### src/rtl/fb_row_fetch.sv
// fb_row_fetch: walks one framebuffer row through the RAM read port and
// streams RGB565 pixels with column tags over a valid/ready handshake.
// Optional build macro: FB_ROW_FETCH_BYTESWAP_EN swaps the two bytes of
// each RAM word as it enters the skid FIFO.
//
// Handshake: pix_valid/pix_data/pix_col/pix_last come from the FIFO head.
// A pixel transfers on a rising edge where pix_valid & pix_ready are both
// high. Once pix_valid rises it stays high, with the payload unchanged,
// until that transfer happens.
module fb_row_fetch #(
    parameter int COL_BITS   = 6,
    parameter int ROW_BITS   = 5,
    parameter int DATA_WIDTH = 16
) (
    input  logic                         clk,
    input  logic                         reset,
    input  logic                         row_req,
    input  logic [ROW_BITS-1:0]          row_sel,
    output logic [COL_BITS+ROW_BITS-1:0] ram_addr,
    input  logic [DATA_WIDTH-1:0]        ram_data,
    output logic                         pix_valid,
    input  logic                         pix_ready,
    output logic [DATA_WIDTH-1:0]        pix_data,
    output logic [COL_BITS-1:0]          pix_col,
    output logic                         pix_last,
    output logic                         busy,
    output logic                         row_done,
    output logic [1:0]                   dbg_state
);
    localparam int AW = COL_BITS + ROW_BITS;
    localparam logic [COL_BITS-1:0] COL_MAX = '1;

    localparam logic [1:0] ST_IDLE  = 2'd0;
    localparam logic [1:0] ST_FETCH = 2'd1;
    localparam logic [1:0] ST_DRAIN = 2'd2;

    logic [1:0]            state_q, state_d;
    logic [AW-1:0]         ram_addr_q, ram_addr_d;
    logic                  inflight_q, inflight_d;
    logic [COL_BITS-1:0]   tag_q, tag_d;
    logic                  busy_q, busy_d;
    logic                  row_done_q, row_done_d;

    // Two-entry skid FIFO storage and pointers.
    logic [DATA_WIDTH-1:0] mem_data_q [2];
    logic [DATA_WIDTH-1:0] mem_data_d [2];
    logic [COL_BITS-1:0]   mem_col_q  [2];
    logic [COL_BITS-1:0]   mem_col_d  [2];
    logic                  rd_ptr_q, rd_ptr_d;
    logic                  wr_ptr_q, wr_ptr_d;
    logic [1:0]            count_q, count_d;

    logic                  push, pop, can_issue;
    logic [2:0]            occ_after_pop;
    logic [COL_BITS-1:0]   cur_col;
    logic [DATA_WIDTH-1:0] wr_data;

    assign cur_col   = ram_addr_q[COL_BITS-1:0];
    assign pix_valid = (count_q != 2'd0);
    assign pix_data  = mem_data_q[rd_ptr_q];
    assign pix_col   = mem_col_q[rd_ptr_q];
    assign pix_last  = pix_valid && (pix_col == COL_MAX);
    assign pop       = pix_valid && pix_ready;
    // The word read for the address issued last cycle is on ram_data now.
    assign push      = inflight_q;

`ifdef FB_ROW_FETCH_BYTESWAP_EN
    assign wr_data = {ram_data[7:0], ram_data[15:8]};
`else
    assign wr_data = ram_data;
`endif

    // Issue only if the FIFO can still hold everything already requested,
    // counting the slot freed by a pop in this same cycle.
    assign occ_after_pop = {1'b0, count_q} + {2'b00, inflight_q} - {2'b00, pop};
    assign can_issue     = (occ_after_pop < 3'd2);

    assign ram_addr  = ram_addr_q;
    assign busy      = busy_q;
    assign row_done  = row_done_q;
    assign dbg_state = state_q;

    // Control FSM: row capture, address walk, end-of-row detection.
    always_comb begin
        state_d    = state_q;
        ram_addr_d = ram_addr_q;
        inflight_d = 1'b0;
        tag_d      = tag_q;
        busy_d     = busy_q;
        row_done_d = 1'b0;
        case (state_q)
            ST_IDLE: begin
                if (row_req) begin
                    ram_addr_d = {row_sel, {COL_BITS{1'b0}}};
                    busy_d     = 1'b1;
                    state_d    = ST_FETCH;
                end
            end
            ST_FETCH: begin
                // The RAM samples the presented address on this edge; mark it
                // as in flight only when there is room to land the result.
                if (can_issue) begin
                    inflight_d = 1'b1;
                    tag_d      = cur_col;
                    if (cur_col == COL_MAX) begin
                        state_d = ST_DRAIN;
                    end else begin
                        ram_addr_d = ram_addr_q + {{(AW-1){1'b0}}, 1'b1};
                    end
                end
            end
            ST_DRAIN: begin
                if (pop && pix_last) begin
                    state_d    = ST_IDLE;
                    busy_d     = 1'b0;
                    row_done_d = 1'b1;
                end
            end
            default: state_d = ST_IDLE;
        endcase
    end

    // FIFO next state: push at tail, pop at head, order preserved.
    always_comb begin
        mem_data_d = mem_data_q;
        mem_col_d  = mem_col_q;
        wr_ptr_d   = wr_ptr_q;
        rd_ptr_d   = rd_ptr_q;
        count_d    = count_q;
        if (push) begin
            mem_data_d[wr_ptr_q] = wr_data;
            mem_col_d[wr_ptr_q]  = tag_q;
            wr_ptr_d             = ~wr_ptr_q;
        end
        if (pop) begin
            rd_ptr_d = ~rd_ptr_q;
        end
        count_d = count_q + {1'b0, push} - {1'b0, pop};
    end

    // State registers; reset abandons any row in progress.
    always_ff @(posedge clk or negedge reset) begin
        if (!reset) begin
            state_q       <= ST_IDLE;
            ram_addr_q    <= '0;
            inflight_q    <= 1'b0;
            tag_q         <= '0;
            busy_q        <= 1'b0;
            row_done_q    <= 1'b0;
            mem_data_q[0] <= '0;
            mem_data_q[1] <= '0;
            mem_col_q[0]  <= '0;
            mem_col_q[1]  <= '0;
            rd_ptr_q      <= 1'b0;
            wr_ptr_q      <= 1'b0;
            count_q       <= 2'd0;
        end else begin
            state_q    <= state_d;
            ram_addr_q <= ram_addr_d;
            inflight_q <= inflight_d;
            tag_q      <= tag_d;
            busy_q     <= busy_d;
            row_done_q <= row_done_d;
            mem_data_q <= mem_data_d;
            mem_col_q  <= mem_col_d;
            rd_ptr_q   <= rd_ptr_d;
            wr_ptr_q   <= wr_ptr_d;
            count_q    <= count_d;
        end
    end

endmodule

### config.mk
export PLATFORM = sky130hd
export DESIGN_NAME = fb_row_fetch
export DESIGN_NICKNAME = d
export VERILOG_FILES = /design/src/rtl/fb_row_fetch.sv
export SDC_FILE = /design/constraint.sdc
export NUM_CORES = 1
export LEC_CHECK = 0
export CAP_MARGIN = 30
export CORE_MARGIN = 2
export CORE_UTILIZATION = 51
export CTS_CLUSTER_SIZE = 14
export DETAILED_ROUTE_END_ITERATION = 10
export PLACE_DENSITY = 0.91
export SLEW_MARGIN = 20
export SYNTH_ARGS = -nofsm -noshare
export SYNTH_HDL_FRONTEND = slang
export SYNTH_SLANG_ARGS = --single-unit
### constraint.sdc
create_clock -name clk -period 4.2 [get_ports clk]
set_input_delay 1.26 -clock clk [delete_from_list [all_inputs] [get_ports clk]]
set_output_delay 1.26 -clock clk [all_outputs]
set_load 0.01 [all_outputs]
==> flow_summary.toml, run 1 <==
[clocking]
cts_made_buffers = 9
cts_hold_buf = 0
root_buffer = "clkbuf_8"
cts_tree = "built"
clk_pin_slew_ns = 0.07
postCtsSetupBuffers = 0
htree_levels = 3
worst_skew_pair.late_latency_ns = 0.34
clock-sinks = 70
cts_resized = 0
clock_path_buffers = 2

[global_routing]
antenna_found_initial = 0
grt_usage_pct = 20.70
met1_usage_pct = 25.64
grt_pass1_vias = 2245
grt_pass1_wl_mm = 10.47
busiest_layer = "met2"
use_met3_pct = 6.413
use_met2_pct = 33.79
grt_start_max_net_pins = 28
grt_overflow = 0

[finish]
nets = 348
fillCellCount = 434
stdcell_count = 399
antenna_cells = 0
final_layout_size_suffix_gt1_share_pct = 29.32
area_delta_synth_final_pct = 29.79
final_core_util_pct = 68.74

[worst_setup_path]
cpMaxStageDelayCell = "fa_1"
endpoint_kind = "flop"
cp_cell_sequence = "clkdlybuf4s50_1 > nand2_1 > inv_1 > ha_1 > inv_1 > ha_1 > fa_1 > or3b_4 > or2_4 > a22o_1 > a22o_1"
crit_buf_inv = 3
crit_required_ns = 4.43
cp-start-kind = "primary input"
cp_top_family = "adder cells"
crit_arrival_ns = 3.91
cp_slowest_stage_delay_ns = 0.52
crit_type = "in -> reg"
crit_fanout = 13

[status]
status = "finished clean"

[synth]
syn-num-nets = 280
synth.top_cell.area_share_pct = 55.53
synth.most_common_cell = "dfrtp_1"
yosysWarnings = 0
seq_area_frac_synth_pct = 55.53
synth_ff_type = "dfrtp_1"
ys_top_cells_by_count = "dfrtp_1 (70), mux2_2 (66), nand2_1 (34)"
syn_inst = 251
syn_area_per_cell_sq_um = 12.57
synth_edf_count = 0
async_flop_share_pct = 100.0
yosys-top-cells-area = "dfrtp_1 (56%), mux2_2 (24%), nand2_1 (4.0%)"
synth-seq-cells = 70
netlist_area_sq_um = 3154
yosysUniqueCellTypes = 43
yosysTopAreaCell = "dfrtp_1"

[power_and_ir_drop]
leakagePower_nw = 1.809
power_density_nw_per_um2 = 772.5
vdd.ir_drop.worst_mv = 0.3745

[floorplanning]
start_util_pct = 52.96
pin_count = 64
rows = 28
die_h_um = 82.65
die_w_um = 82.65
core_sq_um = 5956
die_area_sq_um = 6830

[placement]
dpl.hpwl_mm = 4.426
portBuffers = 63
place.gp.congestion = 0.8475
place_inst = 383

[timing]
tns_ns = 0
timing.final.crit_period_ns = 3.687
fin_crit_sh_pct = 87.79
tightest_slew_ns = 0.6748
rsz0062_at_grt = "false"
finalSetupViolCount = 0
hold_viol = 0
maxSlewViolCount = 0
slew_headroom_pct = 54.92
finClkSkew_ns = 0.005617
fmaxAchievable_ghz = 0.2712

[drt]
wl_per_cell_um = 16.06
viasPerCell = 5.534
dr.pass1.iters = 4
drtIter0Drc = 84
route.detailed.drc = 0
drtAntennaViolNets = 0
vias = 2208
drt-total-wl_mm = 6.407

[hold_path]
hold_path.class = "reg -> reg"

[run]
maxCapViolCount = 0
through the flow:
stage | instance area (sq um) | hold slack, ns | setup WS, ns | total power [mW]
after CTS | 4094 | 0.4922 | 0.5179 | 3.200
after floorplan | 3154 | 0.4566 | 0.6577 | 2.011
final | 4094 | 0.4888 | 0.5128 | 3.162
after global routing | 4094 | 0.5161 | 0.3983 | 3.384
after detailed placement | 3871 | 0.4747 | 0.1580 | 2.586
after global placement | 3855 | 0.4636 | 0.2176 | 2.516
routing by layer:
layer  vias up  share of wire (%)
met5         -                  0
met2        74                 49
met3        16                6.5
met1      1086                 43
met4         0                1.7
li1       1032                  -
power breakdown:
group / switching (mW) / internal, mW / leakage, nW
clock: 0.249 / 0.348 / 0.108
sequential: 0.207 / 0.957 / 0.869
combinational: 0.576 / 0.826 / 0.831
total: 1.03 / 2.13 / 1.81
worst min-delay path, delay by kind of cell, from the launching register on:
| family | cells | cell delay (ns) |
|---|---|---|
| simple gates | 2 | 0.10 |
| flops | 1 | 0.35 |
cell families (layout without fill, tap and decap cells):
family                     count (synthesis)  after routing  synth area share (%)
AOI/OAI and AO/OA                         18             18                 4.443
DFF                                       70             70                 55.53
and+or+nand+nor                           70             70                 10.91
buffers and inverters                     19             92                 2.578
xor gates and xnor gates                   3              3                0.8332
adders and majority gates                  4              4                 1.825
muxes                                     67             67                 23.88
sequential cells by signal, indices dropped and copies added (netlist names), 2 cells and up:
signal      count
mem_data_q     32
count_q         2
dbg_state       2
ram_addr       11
mem_col_q      12
tag_q           6
final cells by class:
cell class	count	area (sq um)	area share [%]
clock inverters	6	85.08	2.078
multi-input cells	162	1329	32.46
repair buffers	68	666.9	16.29
clock buffers	10	137.6	3.362
flip-flops and latches	70	1752	42.79
well taps	75	93.84	2.292
inverters	8	30.03	0.7335
layout by cell type (no fill, tap or decap), types with 2 or more instances in the layout:
cell type and count:
clkdlybuf4s50_1 62, nor3_1 7, and3_1 3, clkinvlp_4 2
o32a_1 2, o21ai_0 3, clkbuf_8 10, clkinv_2 2
ha_1 3, nand4_1 4, a22o_1 2, dfrtp_1 70
inv_1 7, nand3_1 5, mux2_2 66, nor2_1 5
bufinv_16 2, buf_4 4, nor4_1 2, xnor2_1 2
a21oi_1 2, nand2_1 34
final timing paths:
| path | from | end | slack, ns | depth (start not counted) |
|---|---|---|---|---|
| worst max register to register | count_q[1] | ram_addr[2] | 1.13 | 11 |
| worst min register to register | ram_addr[10] | ram_addr[10] | 0.49 | 2 |
| max in group asynchronous | reset | mem_col_q[7] | 2.51 | 2 |
| worst max-delay path | pix_ready | ram_addr[2] | 0.51 | 11 |
| min in group asynchronous | reset | mem_data_q[2] | 0.92 | 1 |
| worst min-delay path | ram_addr[10] | ram_addr[10] | 0.49 | 2 |
No activity file was read; power rests on OpenSTA's default activity.
==> run 2: changes to the inputs <==
--- a/config.mk
+++ b/config.mk
@@ -5,12 +5,14 @@
 export SDC_FILE = /design/constraint.sdc
 export NUM_CORES = 1
 export LEC_CHECK = 0
+export ABC_AREA = 1
 export CAP_MARGIN = 30
 export CORE_MARGIN = 2
-export CORE_UTILIZATION = 51
+export CORE_UTILIZATION = 52
 export CTS_CLUSTER_SIZE = 14
 export DETAILED_ROUTE_END_ITERATION = 10
-export PLACE_DENSITY = 0.91
+export PLACE_DENSITY = 0.92
+export SKIP_CTS_REPAIR_TIMING = 1
 export SLEW_MARGIN = 20
 export SYNTH_ARGS = -nofsm -noshare
 export SYNTH_HDL_FRONTEND = slang
==> flow_summary.toml, run 2 <==
[floorplanning]
pin_count = 64
rows = 29
start_util_pct = 53.15
core_sq_um = 6241
die_h_um = 83.87
die_area_sq_um = 7033
die_w_um = 83.87

[synth]
yosysWarnings = 0
synth_edf_count = 0
syn_inst = 402
synth.most_common_cell = "nand2_1"
syn_area_per_cell_sq_um = 8.251
async_flop_share_pct = 100.0
synth.top_cell.area_share_pct = 52.81
netlist_area_sq_um = 3317
yosys-top-cells-area = "dfrtp_1 (53%), nand2_1 (17%), o21ai_0 (7.5%)"
yosysUniqueCellTypes = 33
yosysTopAreaCell = "dfrtp_1"
synth-seq-cells = 70
synth_ff_type = "dfrtp_1"
syn-num-nets = 431
ys_top_cells_by_count = "nand2_1 (154), dfrtp_1 (70), o21ai_0 (50)"
seq_area_frac_synth_pct = 52.81

[clocking]
cts_made_buffers = 9
htree_levels = 3
worst_skew_pair.late_latency_ns = 0.35
clk_pin_slew_ns = 0.08
root_buffer = "clkbuf_8"
clock_path_buffers = 2
clock-sinks = 70
cts_tree = "built"

[timing]
timing.final.crit_period_ns = 3.505
finalSetupViolCount = 0
hold_viol = 0
tns_ns = 0
worst_hold_slack_ns = 0.4757
fmaxAchievable_ghz = 0.2853
fin_crit_sh_pct = 83.44
slew_headroom_pct = 42.44
tightest_slew_ns = 0.8633
finClkSkew_ns = 0.008580
maxSlewViolCount = 0
rsz0062_at_grt = "false"

[hold_path]
whs_endpoint = "busy"
hold_path.class = "reg -> reg"
hold_start = "busy"
min_path_cells = 2

[worst_setup_path]
endpoint_kind = "output pin"
cp_cell_sequence = "inv_2 > nand2_1 > nand2_1 > nand2_1 > nor4_1 > clkdlybuf4s50_1"
crit_fanout = 21
rr_worst_depth = 13
crit_type = "reg -> out"
r2r_end = "ram_addr[10]"
r2r-start = "count_q[1]"
path_common_cell = "nand2_1"
crit_required_ns = 2.94
cp-start-kind = "flop"
cpMaxStageDelayCell = "clkdlybuf4s50_1"
cp_top_family = "buffers and inverters"
cp_slowest_stage_delay_ns = 0.59
crit_buf_inv = 2
r2r_slack_ns = 1.58
crit_arrival_ns = 2.24

[finish]
final_cell_mix = "nand2_1 (153), dfrtp_1 (70), clkdlybuf4s50_1 (62)"
antenna_cells = 0
area_delta_synth_final_pct = 27.39
largest_reg_flops = 32
final_layout_size_suffix_gt1_share_pct = 9.787
final_core_util_pct = 67.70
top_register = "mem_data_q"
final_common_cell = "nand2_1"
stdcell_count = 547
nets = 494

[drt]
vias = 2776
drtIter0Drc = 184
viasPerCell = 5.075
wl_per_cell_um = 13.02
route.detailed.drc = 0
dr.pass1.iters = 4
drt-total-wl_mm = 7.124
drtAntennaViolNets = 0

[run]
maxCapViolCount = 0

[global_routing]
grt_pass1_vias = 2868
grt_start_max_net_pins = 71
grt_overflow = 0
antenna_found_initial = 0
grt_pass1_wl_mm = 12.65
grt_usage_pct = 22.52

[placement]
dpl.hpwl_mm = 4.802
portBuffers = 63
place_inst = 531
place.gp.congestion = 0.8107

[power_and_ir_drop]
vdd.ir_drop.worst_mv = 0.4707
power_density_nw_per_um2 = 762.7
leakagePower_nw = 2.113

[status]
status = "finished clean"
[run 2: cell count changes in the layout (fill, tap and decap cells not counted), moves of 5 or more]
cell and change:
nand2_1 +119, mux2_2 -65, o21ai_0 +47, inv_1 +37, nor2_1 +10, nand2_2 +7
nand3_1 +5, nor3_1 -5
[run 2: layout make-up]
| cell class | instances | area, sq um |
|---|---|---|
| fillers | 482 | 2016 |
| flip-flops and latches | 70 | 1752 |
| multi-input cells | 269 | 1295 |
| repair buffers | 67 | 655.6 |
| inverters | 48 | 180.2 |
| clock buffers | 9 | 123.9 |
| clock inverters | 7 | 122.6 |
| well taps | 77 | 96.34 |
[run 2: routing by layer]
metal | global-route usage, % | part of all wire [%] | routed length [um] | vias to the layer above
met5 | 0 | 0 | 0 | -
li1 | - | - | - | 1374
met4 | 11.00 | 2.6 | 182 | 0
met1 | 27.51 | 44 | 3113 | 1308
met2 | 37.53 | 49 | 3479 | 81
met3 | 5.341 | 4.9 | 348 | 13
[run 2: how the worst max path moves through the flow]
stage          startpoint      endpoint  depth (start not counted)
2_1_floorplan   pix_ready   ram_addr[3]                         13
3_3_place_gp    pix_ready   ram_addr[1]                         14
3_5_place_dp    pix_ready   ram_addr[9]                         14
4_1_cts          rd_ptr_q      pix_last                          6
5_1_grt         pix_ready  ram_addr[10]                         14
6_report         rd_ptr_q      pix_last                          6
[run 2: logic make-up after synthesis]
kind of cell	Yosys count	synth area share, %
buf+inv	63	8.223
simple gates	202	26.33
fa+ha+maj	4	1.735
flops	70	52.81
mux	2	0.6413
compound gates	57	9.204
xor+xnor	4	1.056
[run 2: where the power goes]
part | internal, mW | total (mW) | switching [mW]
clock network | 0.396 | 0.657 | 0.261
registers | 0.948 | 1.12 | 0.174
logic | 0.633 | 1.44 | 0.812
total | 1.98 | 3.22 | 1.25
[run 2: worst min-delay path, delay by kind of cell (launching register included)]
kind	cells	cell delay, ns
DFF	1	0.35
and+or+nand+nor	2	0.11
[run 2: metrics by stage]
stage | cell area (sq um) | power [mW] | setup WS, ns
after global placement | 3976 | 2.516 | 0.4589
after global routing | 4225 | 3.480 | 0.5122
after detailed placement | 3979 | 2.580 | 0.3792
after floorplan | 3317 | 2.041 | 1.119
final | 4225 | 3.223 | 0.6955
after CTS | 4225 | 3.247 | 0.6879
==> run 3: changes to the inputs <==
==> constraint.sdc (replaced) <==
create_clock -name clk -period 3.6 [get_ports clk]
set_input_delay 1.08 -clock clk [delete_from_list [all_inputs] [get_ports clk]]
set_output_delay 1.08 -clock clk [all_outputs]
set_load 0.01 [all_outputs]
==> flow_summary.toml, run 3 (same netlist as run 2, synthesis figures left out) <==
[clocking]
root_buffer = "clkbuf_8"
worst_skew_pair.late_latency_ns = 0.34
htree_levels = 3
cts_tree = "built"
clock_path_buffers = 2
cts_made_buffers = 9
clock-sinks = 70
clk_pin_slew_ns = 0.07

[hold_path]
hold_start = "busy"
hold_path.class = "reg -> reg"
whs_endpoint = "busy"
min_path_cells = 2

[drt]
wl_per_cell_um = 13.08
vias = 2768
drtAntennaViolNets = 0
viasPerCell = 5.042
drtIter0Drc = 157
route.detailed.drc = 0
dr.pass1.iters = 4
drt-total-wl_mm = 7.182

[floorplanning]
die_h_um = 83.87
die_area_sq_um = 7033
start_util_pct = 53.15
pin_count = 64
core_sq_um = 6241
die_w_um = 83.87
rows = 29

[finish]
seq_area_sq_um = 1752
antenna_cells = 0
multi_input_area_sq_um = 1295
stdcell_count = 549
fillCellCount = 493
final_cell_mix = "nand2_1 (153), dfrtp_1 (70), clkdlybuf4s50_1 (62)"
largest_reg_flops = 32
top_register = "mem_data_q"
final_common_cell = "nand2_1"
final_layout_size_suffix_gt1_share_pct = 9.958
area_delta_synth_final_pct = 25.69
nets = 497

[placement]
dp_slack_ns = 0.1805
dpl.hpwl_mm = 5.164
portBuffers = 63
place_inst = 534
place.gp.congestion = 0.8237

[timing]
finalSetupViolCount = 0
post-route-worst-setup-slack_ns = 0.2807
finClkSkew_ns = 0.01091
rsz0062_at_grt = "false"
maxSlewViolCount = 0
tns_ns = 0
hold_viol = 0
tightest_slew_ns = 0.6977
timing.final.crit_period_ns = 3.319
fmaxAchievable_ghz = 0.3013
fin_crit_sh_pct = 92.20
slew_headroom_pct = 53.49

[global_routing]
grt_overflow = 0
grt_pass1_vias = 2752
grt_usage_pct = 21.21
antenna_found_initial = 0
grt_start_max_net_pins = 45
grt_pass1_wl_mm = 12.02

[worst_setup_path]
crit_required_ns = 2.52
r2r-start = "count_q[1]"
crit_arrival_ns = 2.24
endpoint_kind = "output pin"
crit_fanout = 12
r2r_end = "ram_addr[5]"
cp-start-kind = "flop"
rr_worst_depth = 13
r2r_slack_ns = 1.17
crit_type = "reg -> out"

[status]
status = "finished clean"

[power_and_ir_drop]
leakagePower_nw = 2.098
power_density_nw_per_um2 = 858.7
vdd.ir_drop.worst_mv = 0.4739

[run]
maxCapViolCount = 0
[run 3: cell count changes in the layout (fill, tap and decap cells not counted)]
| cell | before | now |
|---|---|---|
| clkinv_2 | 0 | 4 |
| bufinv_16 | 3 | 0 |
| buf_4 | 4 | 6 |
| clkinv_4 | 2 | 0 |
| buf_12 | 0 | 1 |
| clkbuf_1 | 0 | 1 |
| clkinvlp_4 | 2 | 1 |
[run 3: metrics by stage]
stage	hold slack [ns]	power (mW)	cell area [sq um]	util (%)
after floorplan	0.4478	2.381	3317	-
after global placement	0.4633	2.992	4011	64.27
after detailed placement	0.4672	3.082	4014	64.31
after CTS	0.4860	3.606	4169	66.80
after global routing	0.5053	3.861	4169	66.80
final	0.4810	3.580	4169	66.80
[run 3: final cells by class]
| class | count | area share [%] |
|---|---|---|
| Clock buffer | 10 | 3.061 |
| Inverter | 48 | 4.322 |
| Tap cell | 77 | 2.311 |
| Sequential cell | 70 | 42.02 |
| Timing Repair Buffer | 70 | 16.57 |
| Multi-Input combinational cell | 269 | 31.06 |
| Clock inverter | 5 | 0.6603 |
[run 3: how the worst max path moves through the flow]
stage                    from           to  slack (ns)  cells past startpoint
finish               rd_ptr_q     pix_last        0.28                      6
global route         rd_ptr_q     pix_last        0.13                      6
CTS                  rd_ptr_q     pix_last        0.27                      6
detailed placement  pix_ready  ram_addr[5]        0.18                     14
global placement    pix_ready  ram_addr[5]        0.26                     14
floorplan           pix_ready  ram_addr[3]        0.70                     13
[run 3: power breakdown]
group / leakage (nW) / switching [mW] / internal, mW
Clock: 0.0817 / 0.280 / 0.241
Sequential: 0.884 / 0.222 / 1.11
Combinational: 1.13 / 0.944 / 0.787
Total: 2.10 / 1.45 / 2.13
[run 3: per-layer routing]
layer,part of all wire [%],wire (um),vias up,track usage [%]
met5,0,0,-,0
met4,2.8,199,0,9.677
met3,4.4,319,18,4.451
met2,49,3519,82,36.15
met1,44,3143,1293,25.89
li1,-,-,1375,-
[run 3: worst max-delay path: stages, from the launching register on]
cell             delay (ns)
dfrtp_1                0.54
inv_2                  0.24
nand2_1                0.07
nand2_1                0.12
nand2_1                0.12
nor4_1                 0.24
clkdlybuf4s50_1        0.58
